`src/rtl/ddr_rd_arbiter_pkg.sv`:
```
// Shared types and global widths for the DDR read arbiter slice.
// DDR_ADDR_W / BURST_W are the global descriptor widths.
package ddr_rd_arbiter_pkg;

  localparam int unsigned DDR_ADDR_W = 32;
  localparam int unsigned BURST_W    = 8;

  // One DDR read descriptor as handed to the read engine.
  typedef struct packed {
    logic [DDR_ADDR_W-1:0] st_addr;
    logic [BURST_W-1:0]    burst;
    logic [DDR_ADDR_W-1:0] step;
    logic [BURST_W-1:0]    burst_num;
  } ddr_desc_t;

  typedef enum logic [1:0] {
    StIdle,
    StIssue,
    StBusy,
    StDone
  } arb_state_t;

endpackage

```
`src/rtl/ddr_rd_arbiter_if.sv`:
```
// Requester and DDR-engine bundle for the read arbiter.
// master: the arbiter itself; slave: requesters plus read engine.
interface ddr_rd_arbiter_if #(
  parameter int unsigned REQ_NUM = 4
);
  import ddr_rd_arbiter_pkg::*;

  localparam int unsigned IdW = $clog2(REQ_NUM);

  // Requester side, packed with requester i at slice i
  logic [REQ_NUM-1:0]            req_valid;
  logic [REQ_NUM-1:0]            req_ready;
  logic [REQ_NUM*DDR_ADDR_W-1:0] req_st_addr;
  logic [REQ_NUM*BURST_W-1:0]    req_burst;
  logic [REQ_NUM*DDR_ADDR_W-1:0] req_step;
  logic [REQ_NUM*BURST_W-1:0]    req_burst_num;
  logic [REQ_NUM-1:0]            req_done;

  // Engine side
  logic                  ddr_start;
  logic                  ddr_done;
  logic [DDR_ADDR_W-1:0] ddr_st_addr;
  logic [BURST_W-1:0]    ddr_burst;
  logic [DDR_ADDR_W-1:0] ddr_step;
  logic [BURST_W-1:0]    ddr_burst_num;

  // Status
  logic [IdW-1:0] grant_id;
  logic           busy;
  logic           err_timeout;

  modport master (
    input  req_valid, req_st_addr, req_burst, req_step, req_burst_num, ddr_done,
    output req_ready, req_done, ddr_start, ddr_st_addr, ddr_burst, ddr_step,
           ddr_burst_num, grant_id, busy, err_timeout
  );

  modport slave (
    output req_valid, req_st_addr, req_burst, req_step, req_burst_num, ddr_done,
    input  req_ready, req_done, ddr_start, ddr_st_addr, ddr_burst, ddr_step,
           ddr_burst_num, grant_id, busy, err_timeout
  );

endinterface

```
`src/rtl/ddr_rd_arbiter_rr_pick.sv`:
```
// Combinational rotating-priority selector: the first set request found when
// scanning ptr_i, ptr_i+1, ... (mod REQ_NUM) wins. REQ_NUM must be a power of
// two so the index addition wraps naturally.
module ddr_rd_arbiter_rr_pick #(
  parameter int unsigned REQ_NUM = 4,
  parameter int unsigned IdW     = $clog2(REQ_NUM)
) (
  input  logic [REQ_NUM-1:0] req_i,
  input  logic [IdW-1:0]     ptr_i,
  output logic [IdW-1:0]     idx_o,
  output logic               any_o
);

  logic [IdW-1:0] cand;

  // Scan from the farthest offset back to the pointer so the nearest hit wins.
  always_comb begin
    idx_o = '0;
    cand  = '0;
    any_o = |req_i;
    for (int i = REQ_NUM - 1; i >= 0; i--) begin
      cand = ptr_i + IdW'(i);
      if (req_i[cand]) idx_o = cand;
    end
  end

endmodule

```
`src/rtl/ddr_rd_arbiter.sv`:
```
// Round-robin arbiter sharing one DDR read engine among REQ_NUM requesters.
// One transaction in flight; the winner's descriptor is registered and the
// engine launched with a one-cycle start pulse, completion is routed back to
// the owner. Optional watchdog compiled in with `define DDR_ARB_TIMEOUT_EN.
module ddr_rd_arbiter
  import ddr_rd_arbiter_pkg::*;
#(
  parameter int unsigned REQ_NUM = 4,
  parameter int unsigned TIMEOUT = 4096
) (
  input  logic               clk,
  input  logic               rst,
  ddr_rd_arbiter_if.master   bus_io
);

  localparam int unsigned IdW = $clog2(REQ_NUM);

  if (REQ_NUM < 2 || REQ_NUM > 8 || TIMEOUT < 2) begin : g_param_chk
    $error("ddr_rd_arbiter: REQ_NUM must be 2..8 and TIMEOUT at least 2");
  end

  arb_state_t         state_q;
  logic [IdW-1:0]     rr_ptr_q;
  logic [IdW-1:0]     grant_q;
  ddr_desc_t          desc_q;
  logic               ddr_start_q;
  logic               busy_q;
  logic [REQ_NUM-1:0] req_ready_q;
  logic [REQ_NUM-1:0] req_done_q;

  logic [IdW-1:0]     pick_idx;
  logic               pick_any;
  ddr_desc_t          pick_desc;
  int unsigned        sel;

`ifdef DDR_ARB_TIMEOUT_EN
  localparam int unsigned CntW = $clog2(TIMEOUT);
  logic [CntW-1:0] tmo_cnt_q;
  logic            err_q;
`endif

  function automatic logic [REQ_NUM-1:0] onehot(input logic [IdW-1:0] id);
    onehot     = '0;
    onehot[id] = 1'b1;
  endfunction

  ddr_rd_arbiter_rr_pick #(
    .REQ_NUM (REQ_NUM),
    .IdW     (IdW)
  ) u_rr_pick (
    .req_i (bus_io.req_valid),
    .ptr_i (rr_ptr_q),
    .idx_o (pick_idx),
    .any_o (pick_any)
  );

  // Mux the winning requester's descriptor out of the packed request buses.
  always_comb begin
    sel                 = 32'(pick_idx);
    pick_desc.st_addr   = bus_io.req_st_addr[sel*DDR_ADDR_W +: DDR_ADDR_W];
    pick_desc.burst     = bus_io.req_burst[sel*BURST_W +: BURST_W];
    pick_desc.step      = bus_io.req_step[sel*DDR_ADDR_W +: DDR_ADDR_W];
    pick_desc.burst_num = bus_io.req_burst_num[sel*BURST_W +: BURST_W];
  end

  // Arbitration FSM with all outputs registered; pulses default low each cycle.
  always_ff @(posedge clk or negedge rst) begin
    if (!rst) begin
      state_q     <= StIdle;
      rr_ptr_q    <= '0;
      grant_q     <= '0;
      desc_q      <= '0;
      ddr_start_q <= 1'b0;
      busy_q      <= 1'b0;
      req_ready_q <= '0;
      req_done_q  <= '0;
`ifdef DDR_ARB_TIMEOUT_EN
      tmo_cnt_q   <= '0;
      err_q       <= 1'b0;
`endif
    end else begin
      ddr_start_q <= 1'b0;
      req_ready_q <= '0;
      req_done_q  <= '0;
      unique case (state_q)
        StIdle: begin
          if (pick_any) begin
            desc_q      <= pick_desc;
            grant_q     <= pick_idx;
            ddr_start_q <= 1'b1;
            req_ready_q <= onehot(pick_idx);
            busy_q      <= 1'b1;
            state_q     <= StIssue;
          end
        end
        StIssue: begin
          // A done already returned during the launch cycle skips BUSY.
          if (bus_io.ddr_done) begin
            req_done_q <= onehot(grant_q);
            state_q    <= StDone;
          end else begin
`ifdef DDR_ARB_TIMEOUT_EN
            tmo_cnt_q  <= '0;
`endif
            state_q    <= StBusy;
          end
        end
        StBusy: begin
          if (bus_io.ddr_done) begin
            req_done_q <= onehot(grant_q);
            state_q    <= StDone;
          end
`ifdef DDR_ARB_TIMEOUT_EN
          else if (tmo_cnt_q == CntW'(TIMEOUT - 1)) begin
            // Release the owner anyway so it cannot deadlock on a lost done.
            req_done_q <= onehot(grant_q);
            err_q      <= 1'b1;
            state_q    <= StDone;
          end else begin
            tmo_cnt_q  <= tmo_cnt_q + CntW'(1);
          end
`endif
        end
        StDone: begin
          rr_ptr_q <= grant_q + IdW'(1);
          busy_q   <= 1'b0;
          state_q  <= StIdle;
        end
        default: state_q <= StIdle;
      endcase
    end
  end

  assign bus_io.ddr_start     = ddr_start_q;
  assign bus_io.req_ready     = req_ready_q;
  assign bus_io.req_done      = req_done_q;
  assign bus_io.ddr_st_addr   = desc_q.st_addr;
  assign bus_io.ddr_burst     = desc_q.burst;
  assign bus_io.ddr_step      = desc_q.step;
  assign bus_io.ddr_burst_num = desc_q.burst_num;
  assign bus_io.grant_id      = grant_q;
  assign bus_io.busy          = busy_q;
`ifdef DDR_ARB_TIMEOUT_EN
  assign bus_io.err_timeout   = err_q;
`else
  assign bus_io.err_timeout   = 1'b0;
`endif

endmodule

```
`src/flat_wrapper.sv`:
```
// flat-port wrapper written by rule: the top's interface ports become plain ports
module ddr_rd_arbiter_flat import ddr_rd_arbiter_pkg::*;
#(
  parameter int unsigned REQ_NUM = 4,
  parameter int unsigned TIMEOUT = 4096
)
  (clk, rst, bus_io_req_valid, bus_io_req_st_addr, bus_io_req_burst, bus_io_req_step, bus_io_req_burst_num, bus_io_ddr_done, bus_io_req_ready, bus_io_req_done, bus_io_ddr_start, bus_io_ddr_st_addr, bus_io_ddr_burst, bus_io_ddr_step, bus_io_ddr_burst_num, bus_io_grant_id, bus_io_busy, bus_io_err_timeout);
  ddr_rd_arbiter_if #(.REQ_NUM(REQ_NUM)) bus_io_i ();
  input  logic clk;
  input  logic rst;
  input wire logic [$bits(bus_io_i.req_valid)-1:0] bus_io_req_valid;
  input wire logic [$bits(bus_io_i.req_st_addr)-1:0] bus_io_req_st_addr;
  input wire logic [$bits(bus_io_i.req_burst)-1:0] bus_io_req_burst;
  input wire logic [$bits(bus_io_i.req_step)-1:0] bus_io_req_step;
  input wire logic [$bits(bus_io_i.req_burst_num)-1:0] bus_io_req_burst_num;
  input wire logic [$bits(bus_io_i.ddr_done)-1:0] bus_io_ddr_done;
  output wire logic [$bits(bus_io_i.req_ready)-1:0] bus_io_req_ready;
  output wire logic [$bits(bus_io_i.req_done)-1:0] bus_io_req_done;
  output wire logic [$bits(bus_io_i.ddr_start)-1:0] bus_io_ddr_start;
  output wire logic [$bits(bus_io_i.ddr_st_addr)-1:0] bus_io_ddr_st_addr;
  output wire logic [$bits(bus_io_i.ddr_burst)-1:0] bus_io_ddr_burst;
  output wire logic [$bits(bus_io_i.ddr_step)-1:0] bus_io_ddr_step;
  output wire logic [$bits(bus_io_i.ddr_burst_num)-1:0] bus_io_ddr_burst_num;
  output wire logic [$bits(bus_io_i.grant_id)-1:0] bus_io_grant_id;
  output wire logic [$bits(bus_io_i.busy)-1:0] bus_io_busy;
  output wire logic [$bits(bus_io_i.err_timeout)-1:0] bus_io_err_timeout;
  assign bus_io_i.req_valid = bus_io_req_valid;
  assign bus_io_i.req_st_addr = bus_io_req_st_addr;
  assign bus_io_i.req_burst = bus_io_req_burst;
  assign bus_io_i.req_step = bus_io_req_step;
  assign bus_io_i.req_burst_num = bus_io_req_burst_num;
  assign bus_io_i.ddr_done = bus_io_ddr_done;
  assign bus_io_req_ready = bus_io_i.req_ready;
  assign bus_io_req_done = bus_io_i.req_done;
  assign bus_io_ddr_start = bus_io_i.ddr_start;
  assign bus_io_ddr_st_addr = bus_io_i.ddr_st_addr;
  assign bus_io_ddr_burst = bus_io_i.ddr_burst;
  assign bus_io_ddr_step = bus_io_i.ddr_step;
  assign bus_io_ddr_burst_num = bus_io_i.ddr_burst_num;
  assign bus_io_grant_id = bus_io_i.grant_id;
  assign bus_io_busy = bus_io_i.busy;
  assign bus_io_err_timeout = bus_io_i.err_timeout;
  ddr_rd_arbiter #(.REQ_NUM(REQ_NUM), .TIMEOUT(TIMEOUT)) u_core (.clk(clk), .rst(rst), .bus_io(bus_io_i));
endmodule
```
`config.mk`:
```
export PLATFORM = sky130hd
export DESIGN_NAME = ddr_rd_arbiter_flat
export DESIGN_NICKNAME = d
export VERILOG_FILES = /design/src/rtl/ddr_rd_arbiter_pkg.sv /design/src/rtl/ddr_rd_arbiter_if.sv /design/src/rtl/ddr_rd_arbiter_rr_pick.sv /design/src/rtl/ddr_rd_arbiter.sv /design/src/flat_wrapper.sv
export SDC_FILE = /design/constraint.sdc
export NUM_CORES = 1
export LEC_CHECK = 0
export ABC_AREA = 1
export BUFFER_PORTS_ARGS = -buffer_cell sky130_fd_sc_hd__buf_2
export CAP_MARGIN = 20
export CORE_AREA = 3 3 162 164
export DETAILED_ROUTE_END_ITERATION = 8
export DIE_AREA = 0 0 165 167
export SYNTH_ARGS = -nofsm -noshare
export SYNTH_HDL_FRONTEND = slang
export SYNTH_SLANG_ARGS = --single-unit
```
`constraint.sdc`:
```
create_clock -name clk -period 1.7 [get_ports clk]
set_clock_uncertainty 0.05 [all_clocks]
set_input_delay 0.255 -clock clk [delete_from_list [all_inputs] [get_ports clk]]
set_output_delay 0.255 -clock clk [all_outputs]
set_load 0.05 [all_outputs]
```
==> impl_results.md, run 1 <==
* CTS tree: done
* Drt total wl at 33.1 mm
* Post-route setup slack at -0.383 ns
* CP Capture Type: register
* Post-detailed-route count of antenna-violating nets at 0
* Die area at 27,600 µm²
* Worst path cell trace: buf_6 > nand2_2 > nand3_2 > nand2_2 > nand3_4 > nand2_4 > nand2_8 > buf_12 > nand2_8 > buf_6 > buf_8 > nand2_1 > nand3_1 > nand2_1 > nor2_1
* I/O pin cnt at 420
* Outcome: finished, violations left
* DP HPWL at 21.1 mm
* Cell row count at 58
* TritonCTS Sinks at 96
* Worst Setup Path Type: reg2reg
* FF/Latch Area at 2400 µm²
* Critical path's top delay family: simple AND/OR/NAND/NOR gates
* Slowest stage cell, crit path: dfrtp_2
* Synth Flop Type: dfrtp_1
* Max IR drop VDD at 0.00121 V
* Final Core Density at 46.2%
* Mapped Area at 6950 µm²
* Async S/R FF share, synth at 100%
* Placed cell areas at 9750 µm²
* Leak pwr at 0.00630 µW
* GRT Resource Usage Total at 20.6%
* Drc violations at 0
* Yosys cell types at 28
* CP max FO at 9
* Top-count cell post-synth: nand2_1
* CP required at 1.94 ns
* Max Cap Viol at 0
* Endpoints failing setup at 86
* RSZ-0062 raised after global routing: true
* Die Ht at 167 µm
* Critical Path AT at 2.32 ns
* Clock Path Buffers at 2
* GP Congestion at 0.916
* Skew-Pair Late Insertion Delay at 0.36 ns
* Synth area leaders: dfrtp_1 (35%), nand2_1 (19%), nor2_1 (13%)
* Drt first pass iters at 5
* Achievable Freq at 480 MHz
* Post-Layout Inst Area at 11,600 µm²
* First-pass GRT wire length at 44.2 mm
* Min Hold Slack at 0.160 ns
* Hold Crit Class: in2reg
* Fin. Hold Viols at 0
* Worst-path clk slew at 0.08 ns
* Vias in the first global route at 8,213
* Post-Synthesis Cells at 1,139
* Num CTS Buffers at 9
* Syn Nets at 1,474
* Routed vias at 8,838
* Layout cell share with drive strength beyond 1 at 42.5%
* Worst Setup SP: u_core.rr_ptr_q[0]
* Initial Util at 27.7%
* Worst Setup Start Kind: register
* Number of synthesized flops with an enable pin at 0
* Critical path's largest stage delay at 0.44 ns
* DR iter-0 viols at 416
* Total congestion overflow at 0
* Per-cell routed wire length at 17.1 µm
* Yosys top cell by area: dfrtp_1
* Syn Area/Cell at 6.10 µm²
* Area of the multi-input gates at 4280 µm²
* Slew Viols, Final at 0
* Synth Register Bits at 96
* Initial antenna violation count at 2
* Yosys top cell area share at 34.6%
* Die W at 165 µm
* Vias/cell at 4.56
* Hold_sp: bus_io_req_st_addr[76]
* Clock root buffer: clkbuf_16
* Tcrit/Tclk final at 123%
* Synth top cells by count: nand2_1 (346), nor2_1 (248), nand3_1 (165), inv_1 (99), dfrtp_1 (96)
* Port Buf Inserts at 418
* Final critical-path required period at 2.08 ns
* Number of fill cells in the layout at 2,564
* Pwr dens at 2630 nW/µm²
* WP buf/inv at 4
* Part of the Yosys area used for sequential elements at 34.6%
* Worst reg2reg startpoint: u_core.rr_ptr_q[0]
* Syn-to-layout area delta at 66.6%
* Failing checks: setup timing
* Largest net degree at the start of global routing at 59
* Total core area at 25,000 µm²
* Final net count at 1,938
* YS warnings at 0
* Setup TNS at -26.41 ns
* Max H-tree Level at 3
metal layers:
| metal | routed length, µm | GRT usage (%) |
|---|---|---|
| met4 | 911 | 7.51 |
| met3 | 2370 | 3.46 |
| met2 | 16600 | 36.0 |
| met5 | 7 | 0 |
| met1 | 13200 | 25.2 |
timing repair:
action,4_1_cts,5_1_grt
resized for setup,64,115
pin swaps,24,27
buffers inserted,17,5
cloned,8,22
endpoints found under the setup margin,86,86
hold endpoints to repair,96,0
hold buffers,1,0
worst register-to-register path, stage by stage, from the launching register on:
cell and delay, ns:
dfrtp_2 0.44, buf_6 0.15, nand2_2 0.09, nand3_2 0.10, nand2_2 0.10, nand3_4 0.10, nand2_4 0.10, nand2_8 0.08
buf_12 0.14, nand2_8 0.15, buf_6 0.13, buf_8 0.13, nand2_1 0.06, nand3_1 0.07, nand2_1 0.06, nor2_1 0.08
where the power goes:
| part | internal (µW) | total [µW] | switching [µW] |
|---|---|---|---|
| logic | 9430 | 24100 | 14700 |
| clock network | 1180 | 2200 | 1030 |
| registers | 3490 | 4120 | 628 |
per-stage QoR:
step / setup slack, ns / power [µW] / instances
detailed placement: -0.416 / 22200 / 1870
finish: -0.383 / 30500 / 1939
global placement: -0.414 / 22000 / 1870
floorplan: -0.0406 / 17100 / 1139
CTS: -0.320 / 26600 / 1912
global route: -0.492 / 32700 / 1939
flip-flops by register name (all words and copies together) (netlist names), 2 cells and up:
| signal | cells |
|---|---|
| u_core.bus_io.ddr_burst | 8 |
| u_core.bus_io.ddr_burst_num | 8 |
| u_core.bus_io.ddr_st_addr | 32 |
| u_core.bus_io.ddr_step | 32 |
| u_core.bus_io.grant_id | 2 |
| u_core.bus_io.req_done | 4 |
| u_core.bus_io.req_ready | 4 |
| u_core.rr_ptr_q | 2 |
| u_core.state_q | 2 |
cells by family after synthesis:
kind of cell / synth area share [%]
XOR/XNOR: 0.126
AND/OR/NAND/NOR: 52.2
flip-flops: 34.6
other: 0.0540
buffers and inverters: 10.5
adder cells (fa/ha/maj): 1.44
AO/OA/AOI/OAI: 1.10
final cells by class:
class | instances | share of cell area, %
antenna | 1 | 0.0216
inverter | 104 | 3.53
tap | 330 | 3.57
clock buffer | 9 | 1.95
multi-input combinational | 871 | 36.9
sequential | 96 | 20.8
clock inverter | 7 | 0.746
timing repair buffer | 521 | 32.5
worst paths after layout:
path / cells past startpoint / to / slack [ns]
min in group asynchronous: 2 / u_core.bus_io.ddr_st_addr[20] / 0.18
min reg2reg: 2 / u_core.bus_io.busy / 0.46
max in group asynchronous: 3 / u_core.bus_io.ddr_step[27] / 0.91
min: 5 / u_core.bus_io.ddr_st_addr[12] / 0.16
max: 15 / u_core.bus_io.ddr_burst[4] / -0.38
max reg2reg: 15 / u_core.bus_io.ddr_burst[4] / -0.38
cells in the final DEF (no fill, tap or decap), types with 3 or more instances in the layout:
cell type and count:
buf_2 417, nand2_1 299, nor2_1 230, nand3_1 140, inv_1 96, dfrtp_1 94
or2_1 42, or2_2 38, nand2_2 30, buf_4 30, nand3_2 25, clkbuf_16 24
buf_12 21, buf_6 18, nand2_4 17, nor2_2 17, buf_16 12, ha_1 8
buf_8 7, inv_2 5, o21ai_0 4, a21oi_1 4, nand2_8 3
Power figures use the tool's default switching activity.
==> run 2, diff against run 1 <==
==> constraint.sdc (replaced) <==
create_clock -name clk -period 2 [get_ports clk]
set_clock_uncertainty 0.05 [all_clocks]
set_input_delay 0.3 -clock clk [delete_from_list [all_inputs] [get_ports clk]]
set_output_delay 0.3 -clock clk [all_outputs]
set_load 0.05 [all_outputs]
==> run 2 against run 1 <==
- the run still ends with setup timing left
- global-route usage decreased by 2.0 points
- die area stayed put
- wire length rose by 0.46%
- via count increased by 1.6%
- final cell count is 1.0% lower
- total power is 17% lower
- core utilization shrank 1.3 points
- first-iteration DRC count is 67% higher
- clock-buffer cell count unchanged
- hold slack better by 0.043 ns
- register-to-register slack improved by 0.35 ns
- highest routed layer unchanged
- worst setup slack better by 0.35 ns
==> impl_results.md, run 2 (synthesis results as in run 1) <==
* Outcome: finished, violations left
* Failing checks: setup timing
* Tcrit/Tclk final at 102% (-21 points)
* Max IR drop VDD at 0.00112 V (-7.6%)
* Clock Path Buffers at 2 (unchanged)
* Worst Setup Start Kind: register
* Die Ht at 167 µm (unchanged)
* Fin. Hold Viols at 0 (unchanged)
* Worst-path clk slew at 0.08 ns (about the same)
* Slew Viols, Final at 0 (unchanged)
* Port Buf Inserts at 418 (unchanged)
* Drc violations at 0 (unchanged)
* Initial Util at 27.7% (unchanged)
* Clock root buffer: clkbuf_16
* Leak pwr at 0.00616 µW (-2.2%)
* Syn-to-layout area delta at 61.7%
* WHS Endpoint: u_core.bus_io.req_done[1]
* Initial antenna violation count at 3 (+1)
* CP max FO at 15 (+6)
* Hold_sp: bus_io_ddr_done
* Most frequent cells in the layout: buf_2 (417), nand2_1 (303), nor2_1 (227)
* Die area at 27,600 µm² (unchanged)
* Placed Cells at 1,857 (-0.70%)
* Final Core Density at 44.9% (-1.3 points)
* Reg2reg end: u_core.bus_io.ddr_step[12]
* Drt total wl at 33.3 mm (+0.46%)
* Endpoints failing setup at 36 (-58%)
* GRT Resource Usage Total at 18.6% (-2.0 points)
* Skew-Pair Late Insertion Delay at 0.36 ns (about the same)
* Total core area at 25,000 µm² (unchanged)
* RSZ-0062 raised after global routing: true
* Reg2reg path depth at 15 (unchanged)
* CP Capture Type: register
* GP Congestion at 0.861 (-6.0%)
* FF-to-FF setup slack at -0.03 ns (+0.35 ns)
* Hold Crit Class: in2reg
* Per-cell routed wire length at 17.3 µm (+1.5%)
* Cell row count at 58 (unchanged)
* CTS tree: done
* DR iter-0 viols at 696 (+67%)
* Worst Setup Path Type: reg2reg
* Max H-tree Level at 3 (unchanged)
* Drt first pass iters at 5 (unchanged)
* Largest net degree at the start of global routing at 56 (-5.1%)
* Vias in the first global route at 8,062 (-1.8%)
* Achievable Freq at 492 MHz (+2.5%)
* Critical Path AT at 2.22 ns (-0.10 ns)
* Critical path's largest stage delay at 0.48 ns (+0.04 ns)
* CP dominant cell by count: nand2_2
* DP HPWL at 20.8 mm (-1.6%)
* Final Non-Filler Cells at 1,919 (-1.0%)
* Gr busiest metal: met2
* Post-route setup slack at -0.0323 ns (+0.351 ns)
* TritonCTS Sinks at 96 (unchanged)
* Vias/cell at 4.68 (+2.7%)
* M1 GR Usage at 22.4% (-2.8 points)
* Min Hold Slack at 0.204 ns (+0.0431 ns)
* Setup TNS at -0.459 ns (+25.96 ns)
* Pwr dens at 2260 nW/µm² (-14%)
* Slowest stage cell, crit path: dfrtp_2
* CP required at 2.19 ns (+0.25 ns)
* Max Cap Viol at 0 (unchanged)
* Total congestion overflow at 0 (unchanged)
* Routed vias at 8,981 (+1.6%)
* Final critical-path required period at 2.03 ns (-0.0510 ns)
* Worst path cell trace: buf_6 > nand2_2 > nand2_2 > nand2_4 > nand2_2 > inv_2 > nand2_2 > nand2_4 > nand2_4 > nor2_4 > buf_12 > clkbuf_16 > nand2_1 > nor2_1 > nor2_1
* Num CTS Buffers at 9 (unchanged)
* First-pass GRT wire length at 41.0 mm (-7.2%)
* Final net count at 1,918 (-1.0%)
* M2 GR Usage at 33.0% (-3.0 points)
* Worst reg2reg startpoint: u_core.rr_ptr_q[0]
* Post-detailed-route count of antenna-violating nets at 0 (unchanged)
* Die W at 165 µm (unchanged)
* Hold path cells at 3 (-2)
* Met3 usage at 3.53% (+0.075 points)
* I/O pin cnt at 420 (unchanged)
* Commonest non-fill, non-tap cell in the layout: buf_2
* Layout cell share with drive strength beyond 1 at 40.8% (-1.7 points)
-- run 2: metrics by stage --
stage                     cell area, µm²  setup slack, ns  total power, µW
after floorplan                     6950            0.160            14100
after global placement              9590          -0.0542            18200
after detailed placement            9590          -0.0883            18300
after CTS                           9920          0.00771            20300
after global routing               11200           -0.144            27100
final                              11200          -0.0323            25400
-- run 2: timing repair --
action                                  CTS  global route
hold endpoints to repair                 28             0
resized for setup                         3           137
setup buffers                             0            12
pin swaps                                 0            49
endpoints found under the setup margin   49            82
cloned                                    0            32
hold buffers                              1             0
-- run 2: power breakdown --
group,switching [µW],internal [µW]
clock network,882,1000
logic,12600,7410
registers,551,2970
-- run 2: metal layers --
metal	routed length, µm	vias to the layer above	part of all wire [%]
li1	-	4363	-
met1	13400	4117	40
met2	16300	433	49
met3	2620	64	7.9
met4	862	4	2.6
met5	27	-	0.081
-- run 2: area by class of cell --
class,instances,area (µm²)
Fill cell,2614,13800
Inverter,104,393
Tap cell,330,413
Clock buffer,9,225
Timing Repair Buffer,497,3440
Sequential cell,96,2400
Clock inverter,7,88.8
Antenna cell,1,2.50
Multi-Input combinational cell,875,4260
-- run 2: worst max path at each step --
stage / from / end / cells after the start
6_report: u_core.rr_ptr_q[0] / u_core.bus_io.ddr_step[12] / 15
5_1_grt: u_core.rr_ptr_q[0] / u_core.bus_io.ddr_step[16] / 15
4_1_cts: u_core.rr_ptr_q[0] / u_core.bus_io.ddr_step[21] / 12
3_5_place_dp: u_core.rr_ptr_q[0] / u_core.bus_io.ddr_st_addr[12] / 14
3_3_place_gp: u_core.rr_ptr_q[0] / u_core.bus_io.ddr_st_addr[12] / 14
2_1_floorplan: u_core.rr_ptr_q[0] / u_core.bus_io.ddr_burst[0] / 13
-- run 2: critical path, delay by kind of cell, from the launching register on --
| kind | cells | cell delay [ns] |
|---|---|---|
| simple gates | 11 | 0.78 |
| buf+inv | 4 | 0.59 |
| flops | 1 | 0.48 |
